==> src/rtl/seg_pkg.sv <==
// Shared constants and types for the seven-segment scan driver.
// Glyphs are active-low, bit order gfedcba.
package seg_pkg;

  localparam logic [1:0] MODE_HEX   = 2'b00;
  localparam logic [1:0] MODE_UDEC  = 2'b01;
  localparam logic [1:0] MODE_SDEC  = 2'b10;
  localparam logic [1:0] MODE_BLANK = 2'b11;

  localparam logic [6:0] SEG_0 = 7'b1000000;
  localparam logic [6:0] SEG_1 = 7'b1111001;
  localparam logic [6:0] SEG_2 = 7'b0100100;
  localparam logic [6:0] SEG_3 = 7'b0110000;
  localparam logic [6:0] SEG_4 = 7'b0011001;
  localparam logic [6:0] SEG_5 = 7'b0010010;
  localparam logic [6:0] SEG_6 = 7'b0000010;
  localparam logic [6:0] SEG_7 = 7'b1111000;
  localparam logic [6:0] SEG_8 = 7'b0000000;
  localparam logic [6:0] SEG_9 = 7'b0010000;
  localparam logic [6:0] SEG_A = 7'b0001000;
  localparam logic [6:0] SEG_B = 7'b0000011;
  localparam logic [6:0] SEG_C = 7'b1000110;
  localparam logic [6:0] SEG_D = 7'b0100001;
  localparam logic [6:0] SEG_E = 7'b0000110;
  localparam logic [6:0] SEG_F = 7'b0001110;

  localparam logic [6:0] SEG_BLANK = 7'b1111111;
  localparam logic [6:0] SEG_MINUS = 7'b0111111;

  typedef enum logic [1:0] {
    IDLE,
    SHIFT,
    COMMIT
  } state_e;

  function automatic logic [6:0] glyph(
    input logic [3:0] d
  );
    case (d)
      4'h0: glyph = SEG_0;
      4'h1: glyph = SEG_1;
      4'h2: glyph = SEG_2;
      4'h3: glyph = SEG_3;
      4'h4: glyph = SEG_4;
      4'h5: glyph = SEG_5;
      4'h6: glyph = SEG_6;
      4'h7: glyph = SEG_7;
      4'h8: glyph = SEG_8;
      4'h9: glyph = SEG_9;
      4'ha: glyph = SEG_A;
      4'hb: glyph = SEG_B;
      4'hc: glyph = SEG_C;
      4'hd: glyph = SEG_D;
      4'he: glyph = SEG_E;
      default: glyph = SEG_F;
    endcase
  endfunction

endpackage

==> src/rtl/seg_scan_driver_if.sv <==
// Value/mode in, multiplexed display and busy out.
// The driver takes the slave side.
interface seg_scan_if;

  logic [7:0] value;
  logic [1:0] mode;
  logic [6:0] seg;
  logic [3:0] an;
  logic       busy;

  modport master (
    output value,
    output mode,
    input  seg,
    input  an,
    input  busy
  );

  modport slave (
    input  value,
    input  mode,
    output seg,
    output an,
    output busy
  );

endinterface

==> src/rtl/bin2bcd_seq.sv <==
// Sequential 9-bit double dabble: one load cycle, eight shift cycles.
// done stays high from the last shift until the next start.
module bin2bcd_seq
  import seg_pkg::*;
(
  input  logic       clk,
  input  logic       rst_n,
  input  logic       start,
  input  logic [8:0] bin,
  output logic       done,
  output logic [3:0] hundreds,
  output logic [3:0] tens,
  output logic [3:0] units
);

  logic [7:0]  sr;
  logic [11:0] bcd;
  logic [11:0] adj;
  logic [2:0]  cnt;
  logic        run;

  always_comb begin
    adj = bcd;
    for (int i = 0; i < 3; i++) begin
      if (bcd[i*4 +: 4] >= 4'd5)
        adj[i*4 +: 4] = bcd[i*4 +: 4] + 4'd3;
    end
  end

  // Bit 8 is preloaded as the first shift: with an all-zero
  // BCD field that shift never needs an add-3 correction.
  always_ff @(posedge clk or negedge rst_n) begin
    if (!rst_n) begin
      sr   <= '0;
      bcd  <= '0;
      cnt  <= '0;
      run  <= 1'b0;
      done <= 1'b0;
    end else if (start) begin
      sr   <= bin[7:0];
      bcd  <= {11'd0, bin[8]};
      cnt  <= '0;
      run  <= 1'b1;
      done <= 1'b0;
    end else if (run) begin
      {bcd, sr} <= {adj[10:0], sr, 1'b0};
      cnt       <= cnt + 3'd1;
      if (cnt == 3'd7) begin
        run  <= 1'b0;
        done <= 1'b1;
      end
    end
  end

  assign hundreds = bcd[11:8];
  assign tens     = bcd[7:4];
  assign units    = bcd[3:0];

endmodule

==> src/rtl/seg_scan_driver.sv <==
// Renders an 8-bit value as hex/unsigned/signed on a
// 4-digit multiplexed seven-segment display.
module seg_scan_driver
  import seg_pkg::*;
#(
  parameter int DIGIT_TICKS = 100000
) (
  input  logic      clk,
  input  logic      reset,
  seg_scan_if.slave bus
);

  localparam int CW =
    (DIGIT_TICKS > 1) ? $clog2(DIGIT_TICKS) : 1;
  localparam logic [CW-1:0] CNT_MAX =
    CW'(DIGIT_TICKS - 1);

  state_e          state;
  state_e          state_nx;
  logic [1:0]      lmode;
  logic [7:0]      lvalue;
  logic            lvalid;
  logic            start;
  logic            commit;
  logic            done;
  logic [8:0]      mag;
  logic [3:0]      hun;
  logic [3:0]      ten;
  logic [3:0]      uni;
  logic [3:0][6:0] disp;
  logic [3:0][6:0] glyphs;
  logic [CW-1:0]   cnt;
  logic [1:0]      idx;
  logic [6:0]      seg_r;
  logic [3:0]      an_r;

  // Operand is taken from the live inputs on the start cycle,
  // the same values that get latched on that edge.
  always_comb begin
    mag = {1'b0, bus.value};
    if (bus.mode == MODE_SDEC && bus.value[7])
      mag = 9'd256 - {1'b0, bus.value};
  end

  bin2bcd_seq u_bcd (
    .clk      (clk),
    .rst_n    (reset),
    .start    (start),
    .bin      (mag),
    .done     (done),
    .hundreds (hun),
    .tens     (ten),
    .units    (uni)
  );

  always_comb begin
    state_nx = state;
    start    = 1'b0;
    commit   = 1'b0;
    unique case (state)
      IDLE: begin
        if (!lvalid ||
            {bus.mode, bus.value} != {lmode, lvalue}) begin
          start    = 1'b1;
          state_nx = SHIFT;
        end
      end
      SHIFT: begin
        if (done)
          state_nx = COMMIT;
      end
      COMMIT: begin
        commit   = 1'b1;
        state_nx = IDLE;
      end
      default: state_nx = IDLE;
    endcase
  end

  always_comb begin
    glyphs = {4{SEG_BLANK}};
    unique case (1'b1)
      lmode == MODE_HEX: begin
        glyphs[1] = glyph(lvalue[7:4]);
        glyphs[0] = glyph(lvalue[3:0]);
      end
      lmode == MODE_UDEC,
      lmode == MODE_SDEC: begin
        if (lmode == MODE_SDEC && lvalue[7])
          glyphs[3] = SEG_MINUS;
        if (hun != 4'd0)
          glyphs[2] = glyph(hun);
        if (hun != 4'd0 || ten != 4'd0)
          glyphs[1] = glyph(ten);
        glyphs[0] = glyph(uni);
      end
      lmode == MODE_BLANK: ;
      default: ;
    endcase
  end

  always_ff @(posedge clk or negedge reset) begin
    if (!reset) begin
      state  <= IDLE;
      lmode  <= MODE_HEX;
      lvalue <= '0;
      lvalid <= 1'b0;
      disp   <= {4{SEG_BLANK}};
    end else begin
      state <= state_nx;
      if (start) begin
        lmode  <= bus.mode;
        lvalue <= bus.value;
      end
      if (commit) begin
        disp   <= glyphs;
        lvalid <= 1'b1;
      end
    end
  end

  always_ff @(posedge clk or negedge reset) begin
    if (!reset) begin
      cnt   <= '0;
      idx   <= '0;
      seg_r <= SEG_BLANK;
      an_r  <= 4'b1111;
    end else begin
      if (cnt == CNT_MAX) begin
        cnt <= '0;
        idx <= idx + 2'd1;
      end else begin
        cnt <= cnt + 1'b1;
      end
      an_r  <= ~(4'b0001 << idx);
      seg_r <= disp[idx];
    end
  end

  assign bus.seg  = seg_r;
  assign bus.an   = an_r;
  assign bus.busy = (state != IDLE);

endmodule

==> src/flat_wrapper.sv <==
// flat-port wrapper written by rule: the top's interface ports become plain ports
module seg_scan_driver_flat import seg_pkg::*;
#(
  parameter int DIGIT_TICKS = 100000
)
  (clk, reset, bus_value, bus_mode, bus_seg, bus_an, bus_busy);
  seg_scan_if bus_i ();
  input  logic clk;
  input  logic reset;
  input wire logic [$bits(bus_i.value)-1:0] bus_value;
  input wire logic [$bits(bus_i.mode)-1:0] bus_mode;
  output wire logic [$bits(bus_i.seg)-1:0] bus_seg;
  output wire logic [$bits(bus_i.an)-1:0] bus_an;
  output wire logic [$bits(bus_i.busy)-1:0] bus_busy;
  assign bus_i.value = bus_value;
  assign bus_i.mode = bus_mode;
  assign bus_seg = bus_i.seg;
  assign bus_an = bus_i.an;
  assign bus_busy = bus_i.busy;
  seg_scan_driver #(.DIGIT_TICKS(DIGIT_TICKS)) u_core (.clk(clk), .reset(reset), .bus(bus_i));
endmodule
==> config.mk <==
export PLATFORM = sky130hd
export DESIGN_NAME = seg_scan_driver_flat
export DESIGN_NICKNAME = d
export VERILOG_FILES = /design/src/rtl/seg_pkg.sv /design/src/rtl/seg_scan_driver_if.sv /design/src/rtl/bin2bcd_seq.sv /design/src/rtl/seg_scan_driver.sv /design/src/flat_wrapper.sv
export SDC_FILE = /design/constraint.sdc
export NUM_CORES = 1
export LEC_CHECK = 0
export CAP_MARGIN = 20
export CORE_AREA = 3 3 105 107
export CTS_CLUSTER_DIAMETER = 100
export DETAILED_ROUTE_END_ITERATION = 10
export DIE_AREA = 0 0 108 110
export HOLD_SLACK_MARGIN = 0.1
export PLACE_DENSITY = 0.71
export SYNTH_ARGS = -nofsm -noshare
export SYNTH_HDL_FRONTEND = slang
export SYNTH_SLANG_ARGS = --single-unit
==> constraint.sdc <==
create_clock -name clk -period 4.37 [get_ports clk]
set_input_delay 0.874 -clock clk [delete_from_list [all_inputs] [get_ports clk]]
set_output_delay 0.874 -clock clk [all_outputs]
set_load 0.005 [all_outputs]
## Yosys cells after proc, flatten, opt, wreduce, memory -nomap -nowiden

Memories as Yosys holds them, arrays and structs flattened.
Cells that the tools add are included.

| operators by class | value |
|---|---|
| $add $sub $neg | 7 |
| magnitude comparators | 4 |
| equal/unequal tests | 10 |
| shifts and indexed selects | 1 |
| multiplexer cells | 30 |
| bitwise gates (word level) | 1 |
| reduce and logical (&&, ||, !) cells | 15 |

Operators with widths:

| operator | number |
|---|---|
| $mux W7 | 4 |
| $pmux W14 S2 | 1 |
| $mux W12 | 2 |
| $add A17 B1 Y17 const B | 1 |
| $eq A17 B17 Y1 const B | 1 |
| $mux W17 | 1 |
| $mux W8 | 2 |
| $bmux W7 S2 | 1 |
| $mux W14 | 1 |
| $ge A4 B3 Y1 const B | 3 |
| $ne A10 B10 Y1 | 1 |
| $mux W1 | 9 |
| $mux W3 | 3 |
| $mux W9 | 1 |
| $sub A9 B8 Y9 const A | 1 |
| $add A4 B2 Y4 const B | 2 |
| $mux W4 | 2 |
| $reduce_bool A4 Y1 | 2 |
| $eq A2 B2 Y1 const B | 3 |
| $reduce_bool A2 Y1 | 3 |
| $eq A2 B1 Y1 const B | 2 |
| $logic_not A2 Y1 | 2 |
| $mux W2 | 2 |
| $not A4 Y4 | 1 |
| 14 further kinds | 17 |

| storage, ports and cells | value |
|---|---|
| register bits | 96 |
| bits in read-only memories | 560 |
| input bits | 12 |
| output and inout bits | 12 |
| word-level logic and storage cells | 90 |
| memories kept | 5 |

Memory list:

| name | depth | width | read ports | clocked after Yosys merged registers in | wr ports | RTL line | text |
|---|---|---|---|---|---|---|---|
| (name not given) | 16 | 7 | 1 | 0 | 0 | seg_pkg.sv:39 | `case (d)` |
| (name not given) | 16 | 7 | 1 | 0 | 0 | seg_pkg.sv:39 |  |
| (name not given) | 16 | 7 | 1 | 0 | 0 | seg_pkg.sv:39 |  |
| (name not given) | 16 | 7 | 1 | 0 | 0 | seg_pkg.sv:39 |  |
| (name not given) | 16 | 7 | 1 | 0 | 0 | seg_pkg.sv:39 |  |

## Depth between registers and ports, before layout

Gate-level depths: netlist (run 1).

| depth | value |
|---|---|
| word-level depth | 6 |
| gate-level depth with buffers | 8 |
| mapped depth without buffers | 7 |

## By module

Synthesis (run 1) repeated with hierarchy kept, for this count alone.

| unflattened totals | value |
|---|---|
| cell total of the unflattened synthesis | 598 |
| area, all modules | 5793.1 µm² |

By module, submodules not included:

| module | instances | cells an instance | area an instance (µm²) | sequential area each (µm²) |
|---|---|---|---|---|
| seg_scan_driver | 1 | 463 | 4459.3 | 1667.8 |
| bin2bcd_seq | 1 | 135 | 1333.8 | 625.6 |

## Least setup slack after synthesis (run 1)

OpenSTA, ideal clock, no wires.

| path | value |
|---|---|
| path type | input to register |
| from | in bus_value[0] |
| to | reg u_core.lvalue[4] |
| library setup time | 125 ps |
| arrival | 1878 ps |
| required time | 4245 ps |
| setup slack | 2367 ps |
| stages on the path | 6 |
| buffers on the path | 1 |
| cells stage by stage | xnor2_1 -> nand4_1 -> nor2_1 -> a21oi_2 -> buf_4 -> mux2_2 |

| on the way | value |
|---|---|
| cells in the longest elaborated chain, start to end | 4 |

Ends and longest elaborated chain:

| what | RTL line | text |
|---|---|---|
| from (decl) | flat_wrapper.sv:10 | `input wire logic [$bits(bus_i.value)-1:0] bus_value;` |
| $ne A10 B10 Y1 | seg_scan_driver.sv:63 | `{bus.mode, bus.value} != {lmode, lvalue}) begin` |
| $logic_or A1 B1 Y1 | seg_scan_driver.sv:62 | `if (!lvalid \|\|` |
| $mux W1 | seg_scan_driver.sv:62 |  |
| $mux W1 | seg_scan_driver.sv:60 | `unique case (state)` |
| to (signal assigned) | seg_scan_driver.sv:113 | `lvalue <= bus.value;` |
| to (decl) | seg_scan_driver.sv:21 | `logic [7:0] lvalue;` |

Every way passes these cells.
A chain may end at the register's enable or synchronous reset.

## Final worst setup path (run 1)

| path | value |
|---|---|
| from | reg u_core.state[0] |
| to | out bus_busy |

| on the way | value |
|---|---|
| cells in the longest elaborated chain, start to end | 1 |

Ends and longest elaborated chain:

| what | RTL line | text |
|---|---|---|
| from (decl) | seg_scan_driver.sv:18 | `state_e state;` |
| from (signal assigned) | seg_scan_driver.sv:110 | `state <= state_nx;` |
| $reduce_bool A2 Y1 | seg_scan_driver.sv:142 | `assign bus.busy = (state != IDLE);` |
| to (decl) | flat_wrapper.sv:14 | `output wire logic [$bits(bus_i.busy)-1:0] bus_busy;` |

Every way passes these cells.

==> summary.txt, run 1 <==
CTS
  • Cts bufs inserted: 9
  • Clock Root Buffer: clkbuf_8
  • Clock Sinks: 90
  • CTS Buffer Depth: 2
  • Post-CTS Setup Bufs: 0
  • CTS clk-pin slew, worst paths: around 100 ps
  • TritonCTS clock tree: yes
  • # hold bufs at CTS: 0
  • Post-CTS Resized: 0
  • Htree depth: 3
  • Clock latency on the worst-skew pair: ~360 ps

Power and ir drop
  • Gate power share: 0.458
  • Internal power: 2.30 mW
  • Leakage power: roughly 2.6 nW
  • Max VDD drop: between 0.0002 and 0.0003 V
  • Clock share of power: 0.130
  • Net Switching: around 1.6 mW
  • Pwr dens: ~650 mW/mm^2
  • Sequential group share of total power: 0.412
  • Sw Ratio: 0.416

Routing
  • Iteration-0 DRC Markers: 211
  • Routed length per placed instance: ~15 microns
  • Drt via density: ~5.6
  • Pre-Repair DR Iteration Count: 4
  • Final ANT Viol Nets: 0
  • Routed via count: around 4.1k
  • Drc violations: 0
  • Total Routed Length: 11.0 mm

Place
  • Area after DPL: 0.00587 sq mm
  • Number of port buffers: 23
  • Gp weighted congestion: a little under 0.9
  • DP HPWL: roughly 8 mm

Cells and area
  • Post-route design area: between 0.006 and 0.007 sq mm
  • Layout cells sized above 1: 0.127
  • Most frequent cells in the layout: nor2_1, dfrtp_1, ha_1
  • Antenna cell count: 0
  • Most common cell after layout, fill and taps aside: nor2_1
  • Final nets: around 650
  • Area Overhead vs Synth: 8.57%

Worst setup path
  • Worst setup endpoint: bus_busy
  • Reg2Reg Capture Point: u_core.lmode[0]
  • Critical Path Start: u_core.state[0]
  • Setup CP Type: reg -> out
  • Crit-path cells: nor2_1 -> inv_1 -> clkdlybuf4s50_1
  • Slowest CP cell: clkdlybuf4s50_1
  • Startpoint Class: flop
  • Reg2reg setup slack: 2120 ps
  • CP required: ~3500 ps
  • Worst-path fanout max: 6
  • CP peak stage delay: around 480 ps
  • WP data arrival: ~1900 ps
  • Reg2Reg Depth: 5
  • Reg2reg start: u_core.state[0]
  • Worst setup EP type: primary output

STA
  • Final setup violation count: 0
  • Clk_skew: roughly 15 ps
  • Highest achievable clock rate: roughly 0.37 GHz
  • Period Utilization, post-route: 0.623
  • Tightest Pin Transition: ~940 ps
  • Max_slew headroom: 0.376
  • Slew Limit Fails: 0
  • RSZ-0062 raised after global routing: no
  • Tmin final: 2720 ps
  • Final Hold Vio Count: 0
  • Sum Neg Setup Slack: 0 ps

Floorplanning
  • Rows: 37
  • Die height: roughly 110 microns
  • Core Box Area: approximately 0.01 sq mm
  • IO Pins: 24
  • Die X-Extent: approximately 110 microns
  • Starting Density: 0.544
  • Die area: around 0.012 sq mm

Synthesis
  • Biggest area consumer among synthesized cells: dfrtp_1
  • EDFF count, synth: 0
  • Mapped cell area: about 0.0056 sq mm
  • Synth top area share: 0.256
  • Post-synth net total: between 600 and 700
  • Synthesized area per cell: 9.50 sq um
  • Synth async-reset ratio: 1.00
  • Netlist cell types: 56
  • Register area share after synthesis: 0.412
  • Mapped Cells: a little under 600
  • Largest cells by area after synthesis: dfrtp_1, dfstp_2, ha_1, mux2i_1, nor2_1
  • Top FF cell, synth: dfrtp_1
  • Synthesis-stage register bit count: 90
  • Synth warn: 0

Global route
  • First-pass GRT wire length: 18.4 mm
  • Largest net degree at the start of global routing: 77
  • Gr usage total: 0.194
  • GRT Residual Overflow: 0
  • Antenna violations before repair: 0
  • Vias in the first global route: 3906

Hold path
  • HP Class: reg -> reg

Flow run
  • Max cap viols: 0

Run status
  • Status: finished, final reports clean
==> worst min-delay path by stage <==
stage / startpoint / endpoint / cells past startpoint
finish: u_core.state[1] / u_core.state[1] / 1
CTS: u_core.state[1] / u_core.state[1] / 1
global route: u_core.state[1] / u_core.state[1] / 1
floorplan: u_core.state[1] / u_core.state[1] / 1
detailed placement: u_core.lvalid / u_core.lvalid / 1
global placement: u_core.state[1] / u_core.state[1] / 1
==> worst max-delay path, delay by kind of cell (launching register included) <==
| family | cells | cell delay [ps] |
|---|---|---|
| flip-flops | 1 | 430 |
| AND/OR/NAND/NOR | 1 | 400 |
| buffers and inverters | 2 | 640 |
==> cells in the mapped netlist, types with 2 or more instances <==
master / n
xor2_1: 10
nor2_1: 68
a32oi_1: 2
nor3_1: 6
inv_1: 27
dfrtp_1: 57
a21o_1: 4
buf_4: 2
nand3_1: 14
and2_1: 2
nand2b_1: 14
mux2_2: 11
clkbuf_1: 18
a22o_1: 2
a31oi_1: 14
a21oi_1: 41
buf_2: 6
or2_2: 3
o22a_1: 5
o211ai_1: 6
a221oi_1: 3
buf_1: 5
nand3b_1: 5
o21ai_0: 31
o21a_1: 2
mux4_2: 2
xnor2_1: 26
o22ai_1: 5
ha_1: 45
nand4_1: 7
dfstp_2: 33
mux2i_1: 33
nor2b_1: 9
a211oi_1: 3
nand2_1: 44
==> layer usage <==
layer  vias up  track usage  wire [microns]
li1       2027            -               -
met1      2004        0.260            5260
met2        53        0.328            5330
met3        13       0.0250             282
met4         0       0.0640             161
met5         -            0               0
==> cells by family (layout without fill, tap and decap cells) <==
kind of cell,Yosys count,count (layout),share of synthesized area
mux,46,46,0.0897
simple gates,183,183,0.158
buf+inv,60,71,0.0445
xor+xnor,36,36,0.0567
fa+ha+maj,45,45,0.101
compound gates,126,126,0.138
flops,90,90,0.412
==> power by group through the flow <==
stage          clock network [mW]  logic [mW]  registers, mW
2_1_floorplan                   0        1.53           1.40
4_1_cts                     0.524        1.81           1.62
3_5_place_dp                    0        1.79           1.63
3_3_place_gp                    0        1.71           1.63
6_report                    0.512        1.80           1.62
5_1_grt                     0.552        2.03           1.69
==> flip-flops by register name (all words and copies together) (netlist names) <==
| signal | count |
|---|---|
| u_core.bus.an | 4 |
| u_core.bus.seg | 7 |
| u_core.cnt | 17 |
| u_core.disp | 22 |
| u_core.idx | 2 |
| u_core.lmode | 2 |
| u_core.lvalid | 1 |
| u_core.lvalue | 8 |
| u_core.state | 2 |
| u_core.u_bcd.bcd | 12 |
| u_core.u_bcd.cnt | 3 |
| u_core.u_bcd.done | 1 |
| u_core.u_bcd.run | 1 |
| u_core.u_bcd.sr | 8 |
==> per-stage QoR <==
step                 util  hold WS, ps  worst slack [ps]  std cells  power, mW
floorplan               -          436              2370        586       2.93
global placement    0.571          452              1410        716       3.34
detailed placement  0.574          458              1340        717       3.43
CTS                 0.591          479              1600        733       3.95
global route        0.591          499              1590        733       4.27
finish              0.591          478              1650        733       3.93
==> layout make-up <==
class	instances	area [sq um]
clock inverter	6	41.3
fill	885	4190
inverter	28	105
multi-input combinational	436	3030
tap	136	170
timing repair buffer	27	278
sequential	90	2290
clock buffer	10	128
Note: power is estimated with default switching activity, not from simulation.
==> run 2, diff against run 1 <==
- PLACE_DENSITY: 0.71 -> 0.74
- clock period: 4.37 -> 2.3 ns (I/O delays scaled with it)
==> run 2 against run 1 <==
Effect of this change:
- clock-buffer cell count down 1
- first-iteration DRC count up 13%
- utilization up 1.7 points
- global-route usage up 0.42 points
- largest cell class unchanged
- largest power group unchanged
- highest routed layer unchanged
==> summary.txt, run 2 (synthesis gave the netlist of run 1 again) <==
STA
  • Period Utilization, post-route: 0.868
  • Tmin final: about 2000 ps
  • Slew Limit Fails: 0 (unchanged)
  • Final setup violation count: 0 (unchanged)
  • Clk_skew: 14.2 ps (-1.28 ps)
  • Final Hold Vio Count: 0 (unchanged)
  • Max_slew headroom: 0.570 (+0.195)
  • Tightest Pin Transition: 640 ps (-297 ps)
  • Highest achievable clock rate: between 0.5 and 0.6 GHz
  • RSZ-0062 raised after global routing: no

Cells and area
  • Most common cell after layout, fill and taps aside: nor2_1
  • Final core utilization: 0.608 (+0.0174)
  • Area Overhead vs Synth: 11.8%
  • Multi-input gate area: 0.00303 sq mm (unchanged)
  • Max FFs per register: 22 (unchanged)
  • Biggest register: u_core.disp
  • Regs by FF count: u_core.disp (22), u_core.cnt (17), u_core.u_bcd.bcd (12)
  • FF/Latch Area: 0.00229 sq mm (unchanged)
  • Layout cells sized above 1: 0.157 (+0.0297)
  • Antenna cell count: 0 (unchanged)
  • Filler cells: 882 (-0.34%)
  • Final nets: 670 (+3.2%)
  • Most frequent cells in the layout: nor2_1, dfrtp_1, ha_1

Routing
  • Drt via density: 5.53 (-1.0%)
  • Pre-Repair DR Iteration Count: 4 (unchanged)
  • Final ANT Viol Nets: 0 (unchanged)
  • Iteration-0 DRC Markers: 239 (+13%)
  • Routed via count: 4172 (+1.8%)
  • Total Routed Length: 11.0 mm (about the same)
  • Routed length per placed instance: 14.6 microns (-2.8%)
  • Drc violations: 0 (unchanged)

CTS
  • Post-CTS Setup Bufs: 0 (unchanged)
  • CTS Buffer Depth: 2 (unchanged)
  • Cts bufs inserted: 9 (unchanged)
  • Clock Root Buffer: clkbuf_8
  • Clock latency on the worst-skew pair: 380 ps (+20 ps)
  • Htree depth: 3 (unchanged)
  • CTS clk-pin slew, worst paths: 100 ps (about the same)
  • Clock Sinks: 90 (unchanged)
  • TritonCTS clock tree: yes
  • Post-CTS Resized: 0 (unchanged)

Worst setup path
  • Reg2reg setup slack: 300 ps (-1820 ps)
  • Worst setup EP type: flop
  • WP data arrival: 2290 ps (+440 ps)
  • Startpoint Class: flop
  • CP required: 2590 ps (-910 ps)
  • Worst-path fanout max: 6 (unchanged)
  • Setup CP Type: reg -> reg

Floorplanning
  • Starting Density: 0.544 (unchanged)
  • Rows: 37 (unchanged)
  • Core Box Area: 0.0102 sq mm (unchanged)
  • Die height: 110 microns (unchanged)
  • IO Pins: 24 (unchanged)
  • Die X-Extent: 108 microns (unchanged)
  • Die area: 0.0119 sq mm (unchanged)

Run status
  • Status: finished, final reports clean

Hold path
  • HP Class: reg -> reg

Place
  • DP HPWL: 8.29 mm (+4.0%)
  • Gp weighted congestion: 0.886 (-0.38%)
  • Number of port buffers: 23 (unchanged)

Flow run
  • Max cap viols: 0 (unchanged)

Global route
  • Antenna violations before repair: 0 (unchanged)
  • Gr usage total: 0.198 (+0.00417)
  • GRT Residual Overflow: 0 (unchanged)
  • Largest net degree at the start of global routing: 46 (-40%)
  • First-pass GRT wire length: 18.6 mm (+1.5%)
  • Vias in the first global route: 3924 (+0.46%)

Power and ir drop
  • Pwr dens: 1240 mW/mm^2 (+90%)
  • Pwr Total: 7.70 mW (+96%)
  • Max VDD drop: 0.000712 V (+140%)
  • Leakage power: 2.71 nW (+4.1%)
-- run 2: worst paths after layout --
path / depth (start not counted) / from / end
worst min-delay path: 1 / u_core.cnt[0] / u_core.cnt[0]
min in group asynchronous: 2 / reset / u_core.u_bcd.bcd[3]
worst min register to register: 1 / u_core.cnt[0] / u_core.cnt[0]
worst max-delay path: 7 / u_core.lvalue[0] / u_core.disp[1]
worst max register to register: 7 / u_core.lvalue[0] / u_core.disp[1]
max in group asynchronous: 3 / reset / u_core.u_bcd.sr[7]
-- run 2: critical path, cell delays in order (launching register included) --
cell and delay (ps):
dfrtp_1 490, inv_1 160, ha_1 340, nor2b_1 130, o21ai_0 200, nand2_1 90, a221oi_1 380, a21oi_1 130
-- run 2: stage by stage --
step           hold WS (ps)  TNS, ps  cell area [sq um]  setup WS (ps)  std cells
5_1_grt                 512        0               6220            161        754
4_1_cts                 490        0               6220            318        754
6_report                485        0               6220            304        754
2_1_floorplan           164        0               5570            516        586
3_5_place_dp            476     -326               6020          -67.1        737
3_3_place_gp            451        0               6020           14.4        737
-- run 2: where the power goes --
part	leakage, nW	internal [mW]	switching [mW]
Clock	0.0973	0.426	0.649
Combinational	1.56	1.77	1.99
Sequential	1.06	2.30	0.575
-- run 2: final cells by class --
type / instances / area share
Multi-Input combinational cell: 436 / 0.487
Clock inverter: 7 / 0.0113
Timing Repair Buffer: 48 / 0.0692
Inverter: 28 / 0.0169
Sequential cell: 90 / 0.369
Clock buffer: 9 / 0.0199
Tap cell: 136 / 0.0274
-- run 2: metal layers --
layer	share of wire	track usage	routed length, microns	vias up
li1	-	-	-	2071
met1	0.47	0.268	5150	2003
met2	0.48	0.323	5260	79
met3	0.035	0.0355	381	19
met4	0.021	0.0676	230	0
met5	0	0	0	-
-- run 2: timing repair --
item / in CTS / in global routing
hold buffers: 1 / 0
setup endpoints to repair: 0 / 0
endpoints found under the hold margin: 10 / 0
==> run 3, diff against run 2 <==
- CAP_MARGIN: 20 -> not set
- PLACE_DENSITY: 0.74 -> 0.82
==> run 3 against run 2 <==
Effect of this change:
- flip-flop and latch count unchanged
- cell count down 0.53%
- power down 0.38%
- maximum frequency down 2.0%
- routed wire length unchanged
- combinational power down 4%
- first-iteration DRC count up 1.7%
- clock skew down 2.7 ps
- via count about the same
- global-route usage up 0.63 points
- highest routed layer unchanged
==> summary.txt, run 3 (synthesis gave the netlist of run 1 again) <==
CTS
  • TritonCTS clock tree: yes
  • Post-CTS Resized: 0 (unchanged)
  • CTS Buffer Depth: 2 (unchanged)
  • Clock Sinks: 90 (unchanged)
  • CTS clk-pin slew, worst paths: 100 ps (about the same)
  • Cts bufs inserted: 9 (unchanged)
  • Clock Root Buffer: clkbuf_8
  • Clock latency on the worst-skew pair: 370 ps (about the same)
  • Htree depth: 3 (unchanged)

STA
  • Highest achievable clock rate: 0.491 GHz (-2.0%)
  • Tightest Pin Transition: 619 ps (-20.4 ps)
  • Sum Neg Setup Slack: 0 ps (unchanged)
  • Clk_skew: 11.4 ps (-2.75 ps)
  • Final Hold Vio Count: 0 (unchanged)
  • Tmin final: 2040 ps (+39.9 ps)
  • Max_slew headroom: 0.584 (+0.0137)
  • RSZ-0062 raised after global routing: no
  • Final setup violation count: 0 (unchanged)
  • Slew Limit Fails: 0 (unchanged)
  • Period Utilization, post-route: 0.885 (+0.0174)

Worst setup path
  • Reg2Reg Capture Point: u_core.u_bcd.sr[5]
  • Slowest CP cell: dfrtp_1
  • CP peak stage delay: 670 ps (+180 ps)
  • WP data arrival: 2330 ps (+40 ps)
  • Worst setup endpoint: u_core.u_bcd.sr[5]
  • Reg2Reg Depth: 5 (-2)
  • Startpoint Class: flop
  • Setup CP Type: reg -> reg
  • Worst-path fanout max: 26 (+20)
  • Reg2reg start: u_core.lvalue[3]
  • Reg2reg setup slack: 260 ps (-40 ps)
  • Worst setup EP type: flop
  • CP required: 2590 ps (about the same)
  • Crit-path cells: xor2_1 -> nor3_1 -> a21oi_2 -> buf_4 -> mux2i_1
  • Critical Path Start: u_core.lvalue[3]

Routing
  • Top layer in use: met4
  • Routed length per placed instance: 14.7 microns (+0.53%)
  • Drc violations: 0 (unchanged)
  • Total Routed Length: 11.0 mm (unchanged)
  • Pre-Repair DR Iteration Count: 5 (+1)
  • Metal3 WL: 565 microns (+48%)
  • M1 WL: 4.78 mm (-7.1%)
  • Routed via count: 4170 (-0.048%)
  • Final ANT Viol Nets: 0 (unchanged)
  • Iteration-0 DRC Markers: 243 (+1.7%)
  • Metal2 WL: 5.50 mm (+4.6%)
  • Drt via density: 5.56 (+0.49%)

Global route
  • First-pass GRT wire length: 19.6 mm (+5.0%)
  • Antenna violations before repair: 0 (unchanged)
  • Vias in the first global route: 4178 (+6.5%)
  • GRT Residual Overflow: 0 (unchanged)
  • Largest net degree at the start of global routing: 58 (+26%)
  • Gr usage total: 0.204 (+0.00634)

Cells and area
  • Finished Layout Cells: 750 (-0.53%)
  • Area Overhead vs Synth: 11.4%
  • Most frequent cells in the layout: nor2_1, dfrtp_1, ha_1
  • Most common cell after layout, fill and taps aside: nor2_1
  • Final core utilization: 0.606 (-0.00184)
  • Max FFs per register: 22 (unchanged)
  • FF/Latch Area: 0.00229 sq mm (unchanged)
  • Post-route design area: 0.00620 sq mm (-0.30%)
  • Multi-input gate area: 0.00303 sq mm (unchanged)
  • Filler cells: 833 (-5.6%)
  • Regs by FF count: u_core.disp (22), u_core.cnt (17), u_core.u_bcd.bcd (12)
  • Final nets: 666 (-0.60%)
  • Biggest register: u_core.disp
  • Layout cells sized above 1: 0.151 (-0.00549)
  • Antenna cell count: 0 (unchanged)

Flow run
  • Max cap viols: 0 (unchanged)

Floorplanning
  • Starting Density: 0.544 (unchanged)
  • IO Pins: 24 (unchanged)
  • Rows: 37 (unchanged)
  • Die X-Extent: 108 microns (unchanged)
  • Die area: 0.0119 sq mm (unchanged)
  • Core Box Area: 0.0102 sq mm (unchanged)
  • Die height: 110 microns (unchanged)

Hold path
  • HP Class: reg -> reg

Place
  • Number of port buffers: 23 (unchanged)
  • Placed insts: 733 (-0.54%)
  • DP HPWL: 8.25 mm (-0.45%)
  • Area after DPL: 0.00599 sq mm (-0.50%)
  • Gp weighted congestion: 0.783 (-12%)

Power and ir drop
  • Leakage power: 2.70 nW (-0.48%)
  • Pwr Total: 7.67 mW (-0.38%)
  • Pwr dens: 1240 mW/mm^2 (about the same)
  • Max VDD drop: 0.000628 V (-12%)

Run status
  • Status: finished, final reports clean
## run 3: worst max-delay path, delay by kind of cell, from the launching register on
| kind | cells | cell delay, ps |
|---|---|---|
| buffers and inverters | 1 | 400 |
| multiplexers | 1 | 230 |
| XOR/XNOR | 1 | 200 |
| AND/OR/NAND/NOR | 1 | 100 |
| flip-flops | 1 | 670 |
| AO/OA/AOI/OAI | 1 | 360 |
## run 3: area by class of cell
cell class,count,area share
clock buffers,9,0.0200
clock inverters,7,0.0131
inverters,28,0.0169
multi-input cells,436,0.488
well taps,136,0.0274
flip-flops and latches,90,0.370
repair buffers,44,0.0646
## run 3: worst min path at each step
stage / from / cells past startpoint / slack, ps / to
after detailed placement: reset / 1 / 430 / u_core.cnt[2]
after floorplan: reset / 0 / 160 / u_core.cnt[0]
after global routing: u_core.state[1] / 1 / 510 / u_core.state[1]
after global placement: reset / 1 / 420 / u_core.cnt[2]
after CTS: u_core.state[1] / 1 / 490 / u_core.state[1]
final: u_core.state[1] / 1 / 480 / u_core.state[1]
## run 3: layer usage
metal  track usage  vias to the layer above
met2         0.353                       92
met3        0.0379                       14
li1              -                     2065
met1         0.264                     1999
met5             0                        -
met4        0.0577                        0
## run 3: stage by stage
step           hold slack [ps]  setup WS, ps
3_3_place_gp               416          97.0
6_report                   485           264
5_1_grt                    508           134
2_1_floorplan              164           516
3_5_place_dp               426         -23.0
4_1_cts                    490           280
## run 3: where the power goes
part	total, mW	leakage [nW]	switching, mW	internal (mW)
sequential	2.96	1.06	0.666	2.30
clock	1.10	0.103	0.658	0.437
combinational	3.61	1.54	1.88	1.73
## run 3: timing repair
action	4_1_cts	5_1_grt
hold buffers	1	0
buffers inserted	0	0
hold endpoints to repair	13	0
endpoints found under the setup margin	0	0
